### config.mk
export PLATFORM = sky130hd
export DESIGN_NAME = rad_sync_fifo
export DESIGN_NICKNAME = d
export VERILOG_FILES = /design/src/rtl/rad_sync_fifo.sv
export SDC_FILE = /design/constraint.sdc
export NUM_CORES = 1
export LEC_CHECK = 0
export CORE_MARGIN = 2
export CORE_UTILIZATION = 40
export DETAILED_ROUTE_END_ITERATION = 10
export DONT_BUFFER_PORTS = 1
export PLACE_DENSITY_LB_ADDON = 0.3
export SLEW_MARGIN = 20
export SYNTH_ARGS = -nofsm -noshare
export SYNTH_HDL_FRONTEND = slang
export SYNTH_SLANG_ARGS = --single-unit
export TNS_END_PERCENT = 50
### constraint.sdc
create_clock -name clk -period 2.5 [get_ports clk]
set_input_delay 0.125 -clock clk [delete_from_list [all_inputs] [get_ports clk]]
set_output_delay 0.125 -clock clk [all_outputs]
set_load 0.02 [all_outputs]
### src/rtl/rad_sync_fifo.sv
// Single-clock FIFO for any DEPTH >= 2 with fill count, live almost-full/empty
// thresholds, overflow/underflow pulses and a selectable standard/FWFT read port.
module rad_sync_fifo #(
  parameter int DSIZE = 8,
  parameter int DEPTH = 8,
  parameter bit FWFT  = 1'b0,
  localparam int CW   = $clog2(DEPTH + 1)
) (
  input  logic             clk,
  input  logic             rst,
  input  logic             winc,
  input  logic [DSIZE-1:0] wdata,
  output logic             wfull,
  output logic             walmost_full,
  input  logic [CW-1:0]    af_thresh,
  input  logic             rinc,
  output logic [DSIZE-1:0] rdata,
  output logic             rempty,
  output logic             ralmost_empty,
  input  logic [CW-1:0]    ae_thresh,
  output logic [CW-1:0]    count,
  output logic             overflow,
  output logic             underflow
);

  localparam int            AW         = $clog2(DEPTH);
  localparam logic [CW-1:0] FULL_COUNT = CW'(DEPTH);
  localparam logic [AW-1:0] LAST_ADDR  = AW'(DEPTH - 1);

  logic [DSIZE-1:0] r_mem [DEPTH];
  logic [AW-1:0]    r_waddr;
  logic [AW-1:0]    r_raddr;
  logic [CW-1:0]    r_count;
  logic             r_overflow;
  logic             r_underflow;

  logic w_wfull;
  logic w_rempty;
  logic w_wacc;
  logic w_racc;

  // Acceptance looks only at the registered flags, so a full FIFO rejects a
  // write even when a read frees a slot at the same edge (and vice versa).
  assign w_wfull  = (r_count == FULL_COUNT);
  assign w_rempty = (r_count == '0);
  assign w_wacc   = winc && !w_wfull;
  assign w_racc   = rinc && !w_rempty;

  assign wfull         = w_wfull;
  assign rempty        = w_rempty;
  assign walmost_full  = (r_count >= af_thresh);
  assign ralmost_empty = (r_count <= ae_thresh);
  assign count         = r_count;
  assign overflow      = r_overflow;
  assign underflow     = r_underflow;

  always_ff @(posedge clk) begin
    if (!rst && w_wacc) begin
      r_mem[r_waddr] <= wdata;
    end
  end

  // Pointers wrap explicitly at DEPTH-1 so non-power-of-two depths never alias.
  always_ff @(posedge clk) begin
    if (rst) begin
      r_waddr     <= '0;
      r_raddr     <= '0;
      r_count     <= '0;
      r_overflow  <= 1'b0;
      r_underflow <= 1'b0;
    end else begin
      r_overflow  <= winc && w_wfull;
      r_underflow <= rinc && w_rempty;
      if (w_wacc) begin
        r_waddr <= (r_waddr == LAST_ADDR) ? '0 : r_waddr + AW'(1);
      end
      if (w_racc) begin
        r_raddr <= (r_raddr == LAST_ADDR) ? '0 : r_raddr + AW'(1);
      end
      case ({w_wacc, w_racc})
        2'b10:   r_count <= r_count + CW'(1);
        2'b01:   r_count <= r_count - CW'(1);
        default: r_count <= r_count;
      endcase
    end
  end

  generate
    if (FWFT) begin : g_fwft
      assign rdata = w_rempty ? '0 : r_mem[r_raddr];
    end else begin : g_std
      logic [DSIZE-1:0] r_rdata;

      always_ff @(posedge clk) begin
        if (rst) begin
          r_rdata <= '0;
        end else if (w_racc) begin
          r_rdata <= r_mem[r_raddr];
        end
      end

      assign rdata = r_rdata;
    end
  endgenerate

endmodule

==> summary.txt, run 1 <==
Worst hold path
  • Min-Delay Path Depth: 3
  • Min-delay src: winc
  • Worst-case hold path end point: r_waddr[0]$_SDFFE_PP0P_
  • Hold Path Class: in2reg

Logic synthesis
  • Mux contribution to synthesized area: 11.4%
  • Post-Syn Area: 3620 µm²
  • Synth Area in XOR/XNOR: 0.726%
  • Top cells by area, synth: edfxtp_1 53%, dfxtp_1 11%, mux4_2 10%, ha_1 5.2%, o22ai_2 2.8%
  • Yosys reg bits: 84
  • Post-synthesis simple-gate area fraction: 9.75%
  • Net Count, Synth: 259
  • Largest family of logic cells by synthesized area: multiplexers
  • Netlist cell types: 37
  • Syn_area_per_cell: 16.1 µm²
  • Count of mapped cells out of synthesis: 224
  • Synth Area in Adders: 5.19%
  • Yosys top cell by area: edfxtp_1
  • Synth top area share: 53.1%
  • Sequential fraction of the synthesis area: 64.2%
  • Post-synthesis compound-gate area fraction: 5.91%
  • Yosys Warn Count: 0

STA
  • Final setup margin: 119 ps
  • Worst Tran Pin Value: 958 ps
  • Slew margin rel.: 35.9%
  • Max Fclk: 420 MHz
  • Slew Limit Fails: 0
  • Final Hold Fails: 2
  • TNS Setup: 0 ps
  • Clock skew: 11.8 ps
  • Worst hold slack: -11.4 ps
  • Final setup viols: 0
  • Final period util: 95.2%
  • Min cycle time layout: 2380 ps

Routing
  • ANT nets after route: 0
  • Post-DR vias/cell: 5.22
  • Post-Route WL: 6370 µm
  • Detailed Routing Iterations Pass 1: 4
  • Drt first-iter violations: 72
  • DRC Markers: 0
  • Vias after detailed routing: 1904
  • DR WL/cell: 17.4 µm

Clocking
  • Later-pin clock latency in the skew report: 370 ps
  • Clock sinks: 84
  • Num CTS Buffers: 9
  • Clock tree buffer depth: 2
  • H-tree levels: 3
  • CTS tree: built
  • Clock slew at reported path FFs: 90 ps
  • Root buffer cell: clkbuf_8

Floorplanning
  • DIE AREA: 9820 µm²
  • Initial Util: 41.3%
  • Core box area: 8760 µm²
  • Die Wd: 99.1 µm
  • Site row count: 34
  • IO Pins: 38
  • Die Ht: 99.1 µm

Power
  • Switching part of the total: 34.6%
  • Comb power frac: 31.4%
  • Clk pwr share: 23.4%
  • Net Sw Power: 1.38 mW
  • Max VDD drop: 0.304 mV
  • P_leak: 1.46 nW
  • Sequential power share: 45.2%
  • Internal power: 2.61 mW
  • Total power: 3.99 mW
  • P per Cell Area: 969 nW/µm²

Worst setup path
  • Reg2Reg Setup Slack: 120 ps
  • Worst flop-to-flop path startpoint: count[0]$_SDFFE_PP0P_
  • Crit end category: register
  • WS Path Type: reg2reg
  • CP max FO: 6
  • CP Launch Type: register
  • Worst EP required: 2790 ps
  • Reg2reg path depth: 9
  • R2R Path End: count[2]$_SDFFE_PP0P_
  • Critical Path, Cell by Cell: or4b_4 > nand2_4 > ha_2 > xor2_1 > ha_1 > a21oi_1 > xor2_1 > or3_1 > a21oi_1
  • Critical path arrival: 2670 ps
  • Slowest CP cell: or4b_4
  • Critical Path Max Stage Delay: 580 ps

Final layout
  • Post-route insts no fill: 365
  • Fin nets: 287
  • Fill cells: 748
  • Area delta synth->final: 13.8%
  • Inserted Diodes: 0
  • Layout cells sized above 1: 28.0%

GRT
  • First-pass GRT wire length: 10100 µm
  • Initial antenna violation count: 0
  • Largest net degree at the start of global routing: 22
  • Total GRT Usage: 14.0%
  • Number of global-route vias before repair: 1875
  • GRT overflow: 0

Place
  • GPL Wtd Cong: 0.791
  • Post-DP HPWL: 4100 µm
  • Cell Count Post-Placement: 338
  • Setup Slack @ Placement: 143 ps
  • Buffers added on ports: 0

Run
  • Max-cap violations: 0

Outcome
  • Failing checks: hold timing
  • Outcome: finished, violations left
==> power by group through the flow <==
stage / combinational, mW / clock (mW) / sequential (mW)
after CTS: 1.27 / 0.956 / 1.80
final: 1.25 / 0.933 / 1.80
after global routing: 1.39 / 1.00 / 1.82
after floorplan: 0.973 / 0 / 1.87
after global placement: 1.22 / 0 / 1.83
after detailed placement: 1.24 / 0 / 1.84
==> logic make-up after synthesis <==
| logic type | count (synthesis) |
|---|---|
| AND/OR/NAND/NOR | 60 |
| adder cells (fa/ha/maj) | 15 |
| flip-flops | 84 |
| multiplexers | 21 |
| buffers and inverters | 17 |
| AO/OA/AOI/OAI | 24 |
| XOR/XNOR | 3 |
==> critical path: cells and delay by family, from the launching register on <==
family	cells	cell delay [ps]
simple gates	3	1020
compound gates	2	310
flops	1	370
fa+ha+maj	2	410
xor+xnor	2	190
==> worst max-delay path by stage <==
stage,end,start,cells past startpoint
2_1_floorplan,count[2]$_SDFFE_PP0P_,count[1]$_SDFFE_PP0P_,10
3_3_place_gp,count[2]$_SDFFE_PP0P_,count[3]$_SDFFE_PP0P_,9
3_5_place_dp,count[2]$_SDFFE_PP0P_,count[3]$_SDFFE_PP0P_,9
4_1_cts,count[2]$_SDFFE_PP0P_,count[0]$_SDFFE_PP0P_,9
5_1_grt,count[2]$_SDFFE_PP0P_,count[0]$_SDFFE_PP0P_,9
6_report,count[2]$_SDFFE_PP0P_,count[0]$_SDFFE_PP0P_,9
==> cell usage after synthesis <==
cell type,count
nand2_1,5
nor4_1,1
nand2_2,1
a21o_1,3
mux4_2,16
buf_6,2
inv_1,7
a31oi_1,1
or4b_4,1
nand2b_1,4
and3b_1,1
o21a_1,2
nand4_1,1
a21oi_1,6
edfxtp_1,64
inv_2,1
nand3_1,2
o41a_4,1
o22ai_2,8
buf_12,1
mux2i_1,4
clkbuf_1,2
buf_2,3
o21ai_0,2
dfxtp_1,20
buf_4,1
mux2_1,1
nand2b_4,1
nor3_1,2
nand2_4,1
nor2b_1,5
nor3_2,8
xor2_1,3
o32ai_1,1
ha_1,15
nor2_1,23
or3_1,4
==> state kept, by name (all words and copies together), names as in the netlist <==
| name | flops |
|---|---|
| r_mem | 64 |
| rdata | 8 |
| count | 4 |
| r_raddr | 3 |
| r_waddr | 3 |
| overflow | 1 |
| underflow | 1 |
==> metal layers <==
metal | vias to the layer above | routed length (µm) | GRT usage, %
li1 | 915 | - | -
met1 | 936 | 2940 | 18.2
met2 | 42 | 3080 | 22.2
met3 | 11 | 213 | 3.16
met4 | 0 | 129 | 7.06
met5 | - | 0 | 0
==> area by class of cell <==
| class | instances | area [µm²] | area share [%] |
|---|---|---|---|
| tap | 108 | 135 | 3.28 |
| clock buffer | 9 | 124 | 3.01 |
| timing repair buffer | 26 | 223 | 5.41 |
| multi-input combinational | 123 | 1210 | 29.5 |
| inverter | 8 | 30.0 | 0.729 |
| clock inverter | 7 | 68.8 | 1.67 |
| sequential | 84 | 2320 | 56.4 |
==> placed cells by master (no fill, tap or decap), drive strengths merged, types with 4 or more instances in the layout <==
| cell type | instances |
|---|---|
| nor2b | 5 |
| mux4 | 16 |
| nor3 | 10 |
| nor2 | 23 |
| ha | 15 |
| a21oi | 6 |
| o22ai | 8 |
| nand2 | 7 |
| nand2b | 5 |
| edfxtp | 64 |
| dlygate4sd3 | 11 |
| buf | 15 |
| clkbuf | 9 |
| mux2i | 4 |
| or3 | 4 |
| dfxtp | 20 |
| inv | 12 |
==> stage by stage <==
step	utilization (%)	hold slack (ps)	instance area, µm²
detailed placement	43.4	199	3800
finish	47.0	-11.4	4120
CTS	46.9	28.7	4110
global route	47.0	8.37	4120
global placement	43.4	197	3800
floorplan	-	224	3630
==> timing repair <==
| item | CTS | global route |
|---|---|---|
| buffers inserted | 0 | 0 |
| hold endpoints to repair | 84 | 0 |
| resized for setup | 0 | 3 |
| hold buffers | 11 | 0 |
| setup endpoints to repair | 0 | 1 |
(Power assumes the default switching activity.)
==> run 2, diff against run 1 <==
- CORE_ASPECT_RATIO: unset -> 1.1
==> summary.txt, run 2 (synthesized netlist as in run 1, its figures left out) <==
Outcome
  • Outcome: finished clean (was finished, violations left)

Final layout
  • Final core utilization: 46.5% (was 47.0%)
  • Commonest non-fill, non-tap cell in the layout: edfxtp_1 (unchanged)
  • Inserted Diodes: 0 (unchanged)
  • Max FFs per register: 64 (unchanged)
  • Final Cell Area: 4100 µm² (was 4120 µm²)
  • Area delta synth->final: 13.4% (was 13.8%)
  • Post-route insts no fill: 367 (was 365)
  • Most flop-heavy register: r_mem (unchanged)
  • Most frequent cells in the layout: 64 x edfxtp_1, 22 x nor2_1, 19 x dfxtp_1 (was 64 x edfxtp_1, 23 x nor2_1, 19 x dfxtp_1)
  • Layout cells sized above 1: 26.9% (was 28.0%)
  • Fin nets: 283 (was 287)

Place
  • Buffers added on ports: 0 (unchanged)
  • GPL Wtd Cong: 0.777 (was 0.791)
  • Post-DP HPWL: 4140 µm (was 4100 µm)
  • Cell Count Post-Placement: 340 (was 338)
  • Area after DPL: 3780 µm² (was 3800 µm²)

GRT
  • Total GRT Usage: 14.1% (was 14.0%)
  • GRT overflow: 0 (unchanged)
  • First-pass GRT wire length: 10100 µm (about the same)
  • Initial antenna violation count: 0 (unchanged)
  • Largest net degree at the start of global routing: 22 (unchanged)
  • Number of global-route vias before repair: 1869 (was 1875)

Floorplanning
  • Core box area: 8830 µm² (was 8760 µm²)
  • Site row count: 36 (was 34)
  • Die Ht: 104 µm (was 99.1 µm)
  • DIE AREA: 9820 µm² (about the same)
  • IO Pins: 38 (unchanged)
  • Die Wd: 94.7 µm (was 99.1 µm)
  • Initial Util: 41.0% (was 41.3%)

Clocking
  • Num CTS Buffers: 9 (unchanged)
  • H-tree levels: 3 (unchanged)
  • Clock sinks: 84 (unchanged)
  • Later-pin clock latency in the skew report: 350 ps (was 370 ps)
  • Root buffer cell: clkbuf_8 (unchanged)
  • CTS tree: built (unchanged)
  • Clock slew at reported path FFs: 80 ps (was 90 ps)
  • Clock tree buffer depth: 2 (unchanged)

Power
  • Comb power frac: 31.2% (was 31.4%)
  • Internal power: 2.69 mW (was 2.61 mW)
  • Sequential power share: 44.7% (was 45.2%)
  • Net Sw Power: 1.34 mW (was 1.38 mW)
  • Clk pwr share: 24.1% (was 23.4%)
  • Max VDD drop: 0.332 mV (was 0.304 mV)
  • Switching part of the total: 33.3% (was 34.6%)
  • P_leak: 1.44 nW (was 1.46 nW)
  • P per Cell Area: 983 nW/µm² (was 969 nW/µm²)

Routing
  • Post-DR vias/cell: 5.26 (was 5.22)
  • ANT nets after route: 0 (unchanged)
  • Post-Route WL: 6600 µm (was 6370 µm)
  • Vias after detailed routing: 1932 (was 1904)
  • Detailed Routing Iterations Pass 1: 4 (unchanged)
  • DR WL/cell: 18.0 µm (was 17.4 µm)
  • Drt first-iter violations: 114 (was 72)
  • DRC Markers: 0 (unchanged)

STA
  • TNS Setup: 0 ps (unchanged)
  • Clock skew: 8.80 ps (was 11.8 ps)
  • Slew margin rel.: 37.8% (was 35.9%)
  • Max Fclk: 416 MHz (was 420 MHz)
  • RSZ-0062 raised after global routing: true
  • Final setup viols: 0 (unchanged)
  • Slew Limit Fails: 0 (unchanged)
  • Min cycle time layout: 2400 ps (was 2380 ps)
  • Final Hold Fails: 0 (was 2)
  • Final period util: 96.1% (was 95.2%)
  • Worst Tran Pin Value: 929 ps (was 958 ps)

Worst setup path
  • Buf+Inv Stages, Crit Path: 1 (was 0)
  • CP max FO: 21 (was 6)
  • Critical Path Max Stage Delay: 870 ps (was 580 ps)
  • Worst EP required: 2480 ps (was 2790 ps)
  • Critical path arrival: 2390 ps (was 2670 ps)
  • Crit end category: register (unchanged)
  • Critical Path, Cell by Cell: dlygate4sd3_1 > nand2b_1 > or3_1 > nor2_1 (was or4b_4 > nand2_4 > ha_2 > xor2_1 > ha_1 > a21oi_1 > xor2_1 > or3_1 > a21oi_1)
  • WS Path Type: in2reg (was reg2reg)
  • Delay-heaviest family, CP: simple AND/OR/NAND/NOR gates (unchanged)
  • Worst flop-to-flop path startpoint: count[1]$_SDFFE_PP0P_ (was count[0]$_SDFFE_PP0P_)
  • CP Launch Point: rst (was count[0]$_SDFFE_PP0P_)
  • CP Launch Type: primary input (was register)
  • Slowest CP cell: dlygate4sd3_1 (was or4b_4)

Worst hold path
  • Min-delay src: winc (unchanged)
  • Hold Path Class: in2reg (unchanged)

Run
  • Max-cap violations: 0 (unchanged)
## run 2: worst paths after layout
path                             end  slack, ps  cells after the start
max            r_mem[3][7]$_DFFE_PP_        100                      4
min          r_waddr[2]$_SDFFE_PP0P_         10                      3
max reg2reg    count[2]$_SDFFE_PP0P_        140                      9
min reg2reg  r_waddr[2]$_SDFFE_PP0P_        500                      2
## run 2: power by group through the flow
stage	clock network, mW	logic [mW]	registers (mW)
after floorplan	0	0.973	1.87
final	0.973	1.26	1.80
after global placement	0	1.22	1.83
after CTS	0.996	1.28	1.80
after detailed placement	0	1.24	1.83
after global routing	1.06	1.39	1.81
## run 2: cell type report
| class | instances | area (µm²) |
|---|---|---|
| flip-flops and latches | 84 | 2320 |
| fillers | 783 | 4730 |
| repair buffers | 22 | 193 |
| multi-input cells | 123 | 1210 |
| clock buffers | 10 | 128 |
| inverters | 8 | 30.0 |
| clock inverters | 6 | 71.3 |
| well taps | 114 | 143 |
## run 2: layer usage
metal  up-vias  track usage, %  wire length (µm)
met5         -               0                 0
met4         0            5.18               112
met3        11            4.00               348
met2        60            22.8              3310
met1       955            18.0              2830
li1        906               -                 -
## run 2: through the flow
| stage | hold slack (ps) | setup slack [ps] | total power, mW |
|---|---|---|---|
| 2_1_floorplan | 224 | 4.15 | 2.84 |
| 3_3_place_gp | 197 | 144 | 3.05 |
| 3_5_place_dp | 199 | 84.5 | 3.07 |
| 4_1_cts | 43.8 | 4.20 | 4.07 |
| 5_1_grt | 3.76 | -70.2 | 4.26 |
| 6_report | 10.3 | 96.8 | 4.03 |
## run 2: worst min-delay path: cells and delay by family
family / cells / cell delay [ps]
AOI/OAI and AO/OA: 1 / 60
and+or+nand+nor: 2 / 130
## run 2: what timing repair did
action / in CTS / in global routing
buffers inserted: 0 / 0
hold buffers: 11 / 0
gates resized for setup: 0 / 4
endpoints found under the setup margin: 0 / 25
endpoints found under the hold margin: 84 / 0
==> run 3, diff against run 2 <==
- ABC_AREA: unset -> 1
- PLACE_DENSITY: unset -> 0.65
- PLACE_DENSITY_LB_ADDON: 0.3 -> unset
- REMOVE_ABC_BUFFERS: unset -> 1
==> summary.txt, run 3 <==
Floorplanning
  • Initial Util: 41.2% (was 41.0%)
  • Die Wd: 97.6 µm (was 94.7 µm)
  • Site row count: 37 (was 36)
  • Core box area: 9350 µm² (was 8830 µm²)
  • DIE AREA: 10400 µm² (was 9820 µm²)
  • Die Ht: 107 µm (was 104 µm)
  • IO Pins: 38 (unchanged)

Logic synthesis
  • Top cells by count, synth: 106 x nand2_1, 71 x inv_1, 64 x edfxtp_1 (was 64 x edfxtp_1, 23 x nor2_1, 20 x dfxtp_1)
  • Yosys Warn Count: 0 (unchanged)
  • Sequential fraction of the synthesis area: 60.3% (was 64.2%)
  • Post-Syn Area: 3850 µm² (was 3620 µm²)
  • Top cells by area, synth: edfxtp_1 50%, dfxtp_1 10%, nand2_1 10%, inv_1 6.9%, nand3_1 6.9% (was edfxtp_1 53%, dfxtp_1 11%, mux4_2 10%, ha_1 5.2%, o22ai_2 2.8%)
  • Yosys top cell by area: edfxtp_1 (unchanged)
  • Count of mapped cells out of synthesis: 404 (was 224)
  • Syn_area_per_cell: 9.54 µm² (was 16.1 µm²)
  • Yosys reg bits: 84 (unchanged)
  • EDFF count, synth: 64 (unchanged)
  • FFs w/ async S/R, synth: 0% (unchanged)
  • Synth top area share: 49.9% (was 53.1%)
  • Top_reg_cell synth: edfxtp_1 (unchanged)
  • Netlist cell types: 23 (was 37)
  • Cell with the most instances after synthesis: nand2_1 (was edfxtp_1)

Final layout
  • Commonest non-fill, non-tap cell in the layout: nand2_1 (was edfxtp_1)
  • Post-route insts no fill: 541 (was 367)
  • Layout cells sized above 1: 6.60% (was 26.9%)
  • Inserted Diodes: 0 (unchanged)
  • Fin nets: 454 (was 283)
  • Most flop-heavy register: r_mem (unchanged)
  • Most frequent cells in the layout: 106 x nand2_1, 71 x inv_1, 64 x edfxtp_1 (was 64 x edfxtp_1, 22 x nor2_1, 19 x dfxtp_1)
  • Area delta synth->final: 10.5% (was 13.4%)
  • Max FFs per register: 64 (unchanged)
  • Final core utilization: 45.5% (was 46.5%)

STA
  • Min cycle time layout: 2200 ps (was 2400 ps)
  • TNS Setup: 0 ps (unchanged)
  • Slew Limit Fails: 0 (unchanged)
  • Final Hold Fails: 0 (unchanged)
  • Worst Tran Pin Value: 845 ps (was 929 ps)
  • Final period util: 88.1% (was 96.1%)
  • Clock skew: 12.1 ps (was 8.80 ps)
  • Max Fclk: 454 MHz (was 416 MHz)
  • Slew margin rel.: 43.5% (was 37.8%)
  • Final setup viols: 0 (unchanged)
  • RSZ-0062 raised after global routing: false (was true)

Power
  • Net Sw Power: 1.62 mW (was 1.34 mW)
  • Internal power: 2.56 mW (was 2.69 mW)
  • Comb power frac: 31.7% (was 31.2%)
  • Sequential power share: 43.9% (was 44.7%)
  • Max VDD drop: 0.371 mV (was 0.332 mV)
  • Switching part of the total: 38.7% (was 33.3%)
  • P per Cell Area: 983 nW/µm² (about the same)
  • P_leak: 1.87 nW (was 1.44 nW)
  • Clk pwr share: 24.5% (was 24.1%)

Clocking
  • Num CTS Buffers: 9 (unchanged)
  • Clock slew at reported path FFs: 90 ps (was 80 ps)
  • Later-pin clock latency in the skew report: 360 ps (was 350 ps)
  • Clock sinks: 84 (unchanged)
  • CTS tree: built (unchanged)
  • Postcts setup bufs: 0 (unchanged)
  • H-tree levels: 3 (unchanged)
  • Root buffer cell: clkbuf_8 (unchanged)
  • Clock tree buffer depth: 2 (unchanged)
  • Post-cts sizing count: 0 (unchanged)

GRT
  • GRT overflow: 0 (unchanged)
  • GRT busiest layer: met2 (unchanged)
  • First-pass GRT wire length: 12700 µm (was 10100 µm)
  • Initial antenna violation count: 0 (unchanged)
  • Met2 GRT Util: 25.7% (was 22.8%)
  • GR Util met3: 4.56% (was 4.00%)
  • GRT met1 Usage: 20.0% (was 18.0%)
  • Total GRT Usage: 15.9% (was 14.1%)
  • Largest net degree at the start of global routing: 36 (was 22)
  • Number of global-route vias before repair: 2511 (was 1869)

Routing
  • Post-DR vias/cell: 4.84 (was 5.26)
  • Vias after detailed routing: 2616 (was 1932)
  • ANT nets after route: 0 (unchanged)
  • DRC Markers: 0 (unchanged)
  • Drt first-iter violations: 171 (was 114)
  • DR WL/cell: 14.5 µm (was 18.0 µm)
  • Post-Route WL: 7840 µm (was 6600 µm)
  • Detailed Routing Iterations Pass 1: 4 (unchanged)

Worst setup path
  • Worst EP required: 2760 ps (was 2480 ps)
  • Slowest CP cell: dfxtp_1 (was dlygate4sd3_1)
  • WS Path Type: reg2reg (was in2reg)
  • Buf+Inv Stages, Crit Path: 4 (was 1)
  • Crit end category: register (unchanged)
  • Critical Path Max Stage Delay: 570 ps (was 870 ps)
  • Critical path arrival: 2460 ps (was 2390 ps)
  • CP most frequent cell: inv_1
  • Critical Path, Cell by Cell: inv_1 > nand3_2 > nand2_2 > inv_2 > ha_1 > nand2_1 > inv_1 > nor2_1 > ha_1 > a21oi_1 > xnor2_1 > o21ai_0 > inv_1 (was dlygate4sd3_1 > nand2b_1 > or3_1 > nor2_1)
  • Delay-heaviest family, CP: flip-flops (was simple AND/OR/NAND/NOR gates)
  • CP Launch Type: register (was primary input)
  • CP max FO: 10 (was 21)

Place
  • Post-DP HPWL: 5060 µm (was 4140 µm)
  • Cell Count Post-Placement: 514 (was 340)
  • Buffers added on ports: 0 (unchanged)
  • GPL Wtd Cong: 0.762 (was 0.777)

Worst hold path
  • Hold Path Class: in2reg (unchanged)

Outcome
  • Outcome: finished clean (unchanged)

Run
  • Max-cap violations: 0 (unchanged)
==> run 3: cell count changes in the layout (fill, tap and decap cells not counted), moves of 5 or more <==
cell	change
a21oi_1	+15
o22ai_2	-8
mux4_2	-16
nor2b_1	-5
nor3_2	-8
nand3_1	+51
nand2_1	+101
inv_1	+64
o21ai_0	+10
buf_4	-5
==> run 3: metrics by stage <==
step / setup slack, ps / cell area [µm²] / hold slack, ps / power (mW)
after floorplan: 432 / 3750 / 194 / 2.78
after global placement: 327 / 3940 / 197 / 3.15
after detailed placement: 322 / 3940 / 200 / 3.18
after CTS: 295 / 4260 / 39.3 / 4.22
after global routing: 115 / 4260 / 95.3 / 4.46
final: 299 / 4260 / 54.0 / 4.18
==> run 3: repair_timing <==
action / in CTS / in global routing
endpoints found under the hold margin: 76 / 0
endpoints found under the setup margin: 0 / 0
hold buffers: 11 / 0
==> run 3: power groups by stage <==
stage                     Combinational [mW]  Clock, mW  Sequential, mW
after floorplan                        0.856          0            1.93
after global placement                  1.28          0            1.87
after detailed placement                1.30          0            1.87
after CTS                               1.34       1.04            1.84
after global routing                    1.50       1.10            1.86
final                                   1.32       1.02            1.84
==> run 3: cells by family (layout without fill, tap and decap cells) <==
family | count (synthesis) | in the layout | synth area share (%)
AO/OA/AOI/OAI | 34 | 34 | 4.48
XOR/XNOR | 2 | 2 | 0.455
adder cells (fa/ha/maj) | 15 | 15 | 4.87
buffers and inverters | 88 | 108 | 10.2
flip-flops | 84 | 84 | 60.3
AND/OR/NAND/NOR | 181 | 181 | 19.7
==> run 3: worst reg2reg max path, cell delays in order, from the launching register on <==
cell     delay [ps]
dfxtp_1         570
inv_1           130
nand3_2         130
nand2_2          60
inv_2           190
ha_1            250
nand2_1          70
inv_1            60
nor2_1           50
ha_1            170
a21oi_1         150
xnor2_1          90
o21ai_0         140
inv_1            50
==> run 3: layer usage <==
layer	vias up	share of wire (%)
met5	-	0
met4	0	2.0
met3	12	6.9
met2	74	48
met1	1192	43
li1	1338	-
==> run 3: layout make-up <==
cell class                 instances  area (µm²)
inverter                          75         288
tap                              117         146
multi-input combinational        232        1140
fill                             877        5090
clock buffer                       9         124
clock inverter                     7        85.1
sequential                        84        2320
timing repair buffer              17         155
==> run 3: path summary, 6_finish.rpt <==
path / startpoint / slack [ps] / cells past startpoint / end
max: count[3]$_SDFFE_PP0P_ / 300 / 13 / count[2]$_SDFFE_PP0P_
min: rst / 50 / 3 / underflow$_SDFF_PP0_
max reg2reg: count[3]$_SDFFE_PP0P_ / 300 / 13 / count[2]$_SDFFE_PP0P_
min reg2reg: r_waddr[0]$_SDFFE_PP0P_ / 530 / 2 / r_waddr[0]$_SDFFE_PP0P_
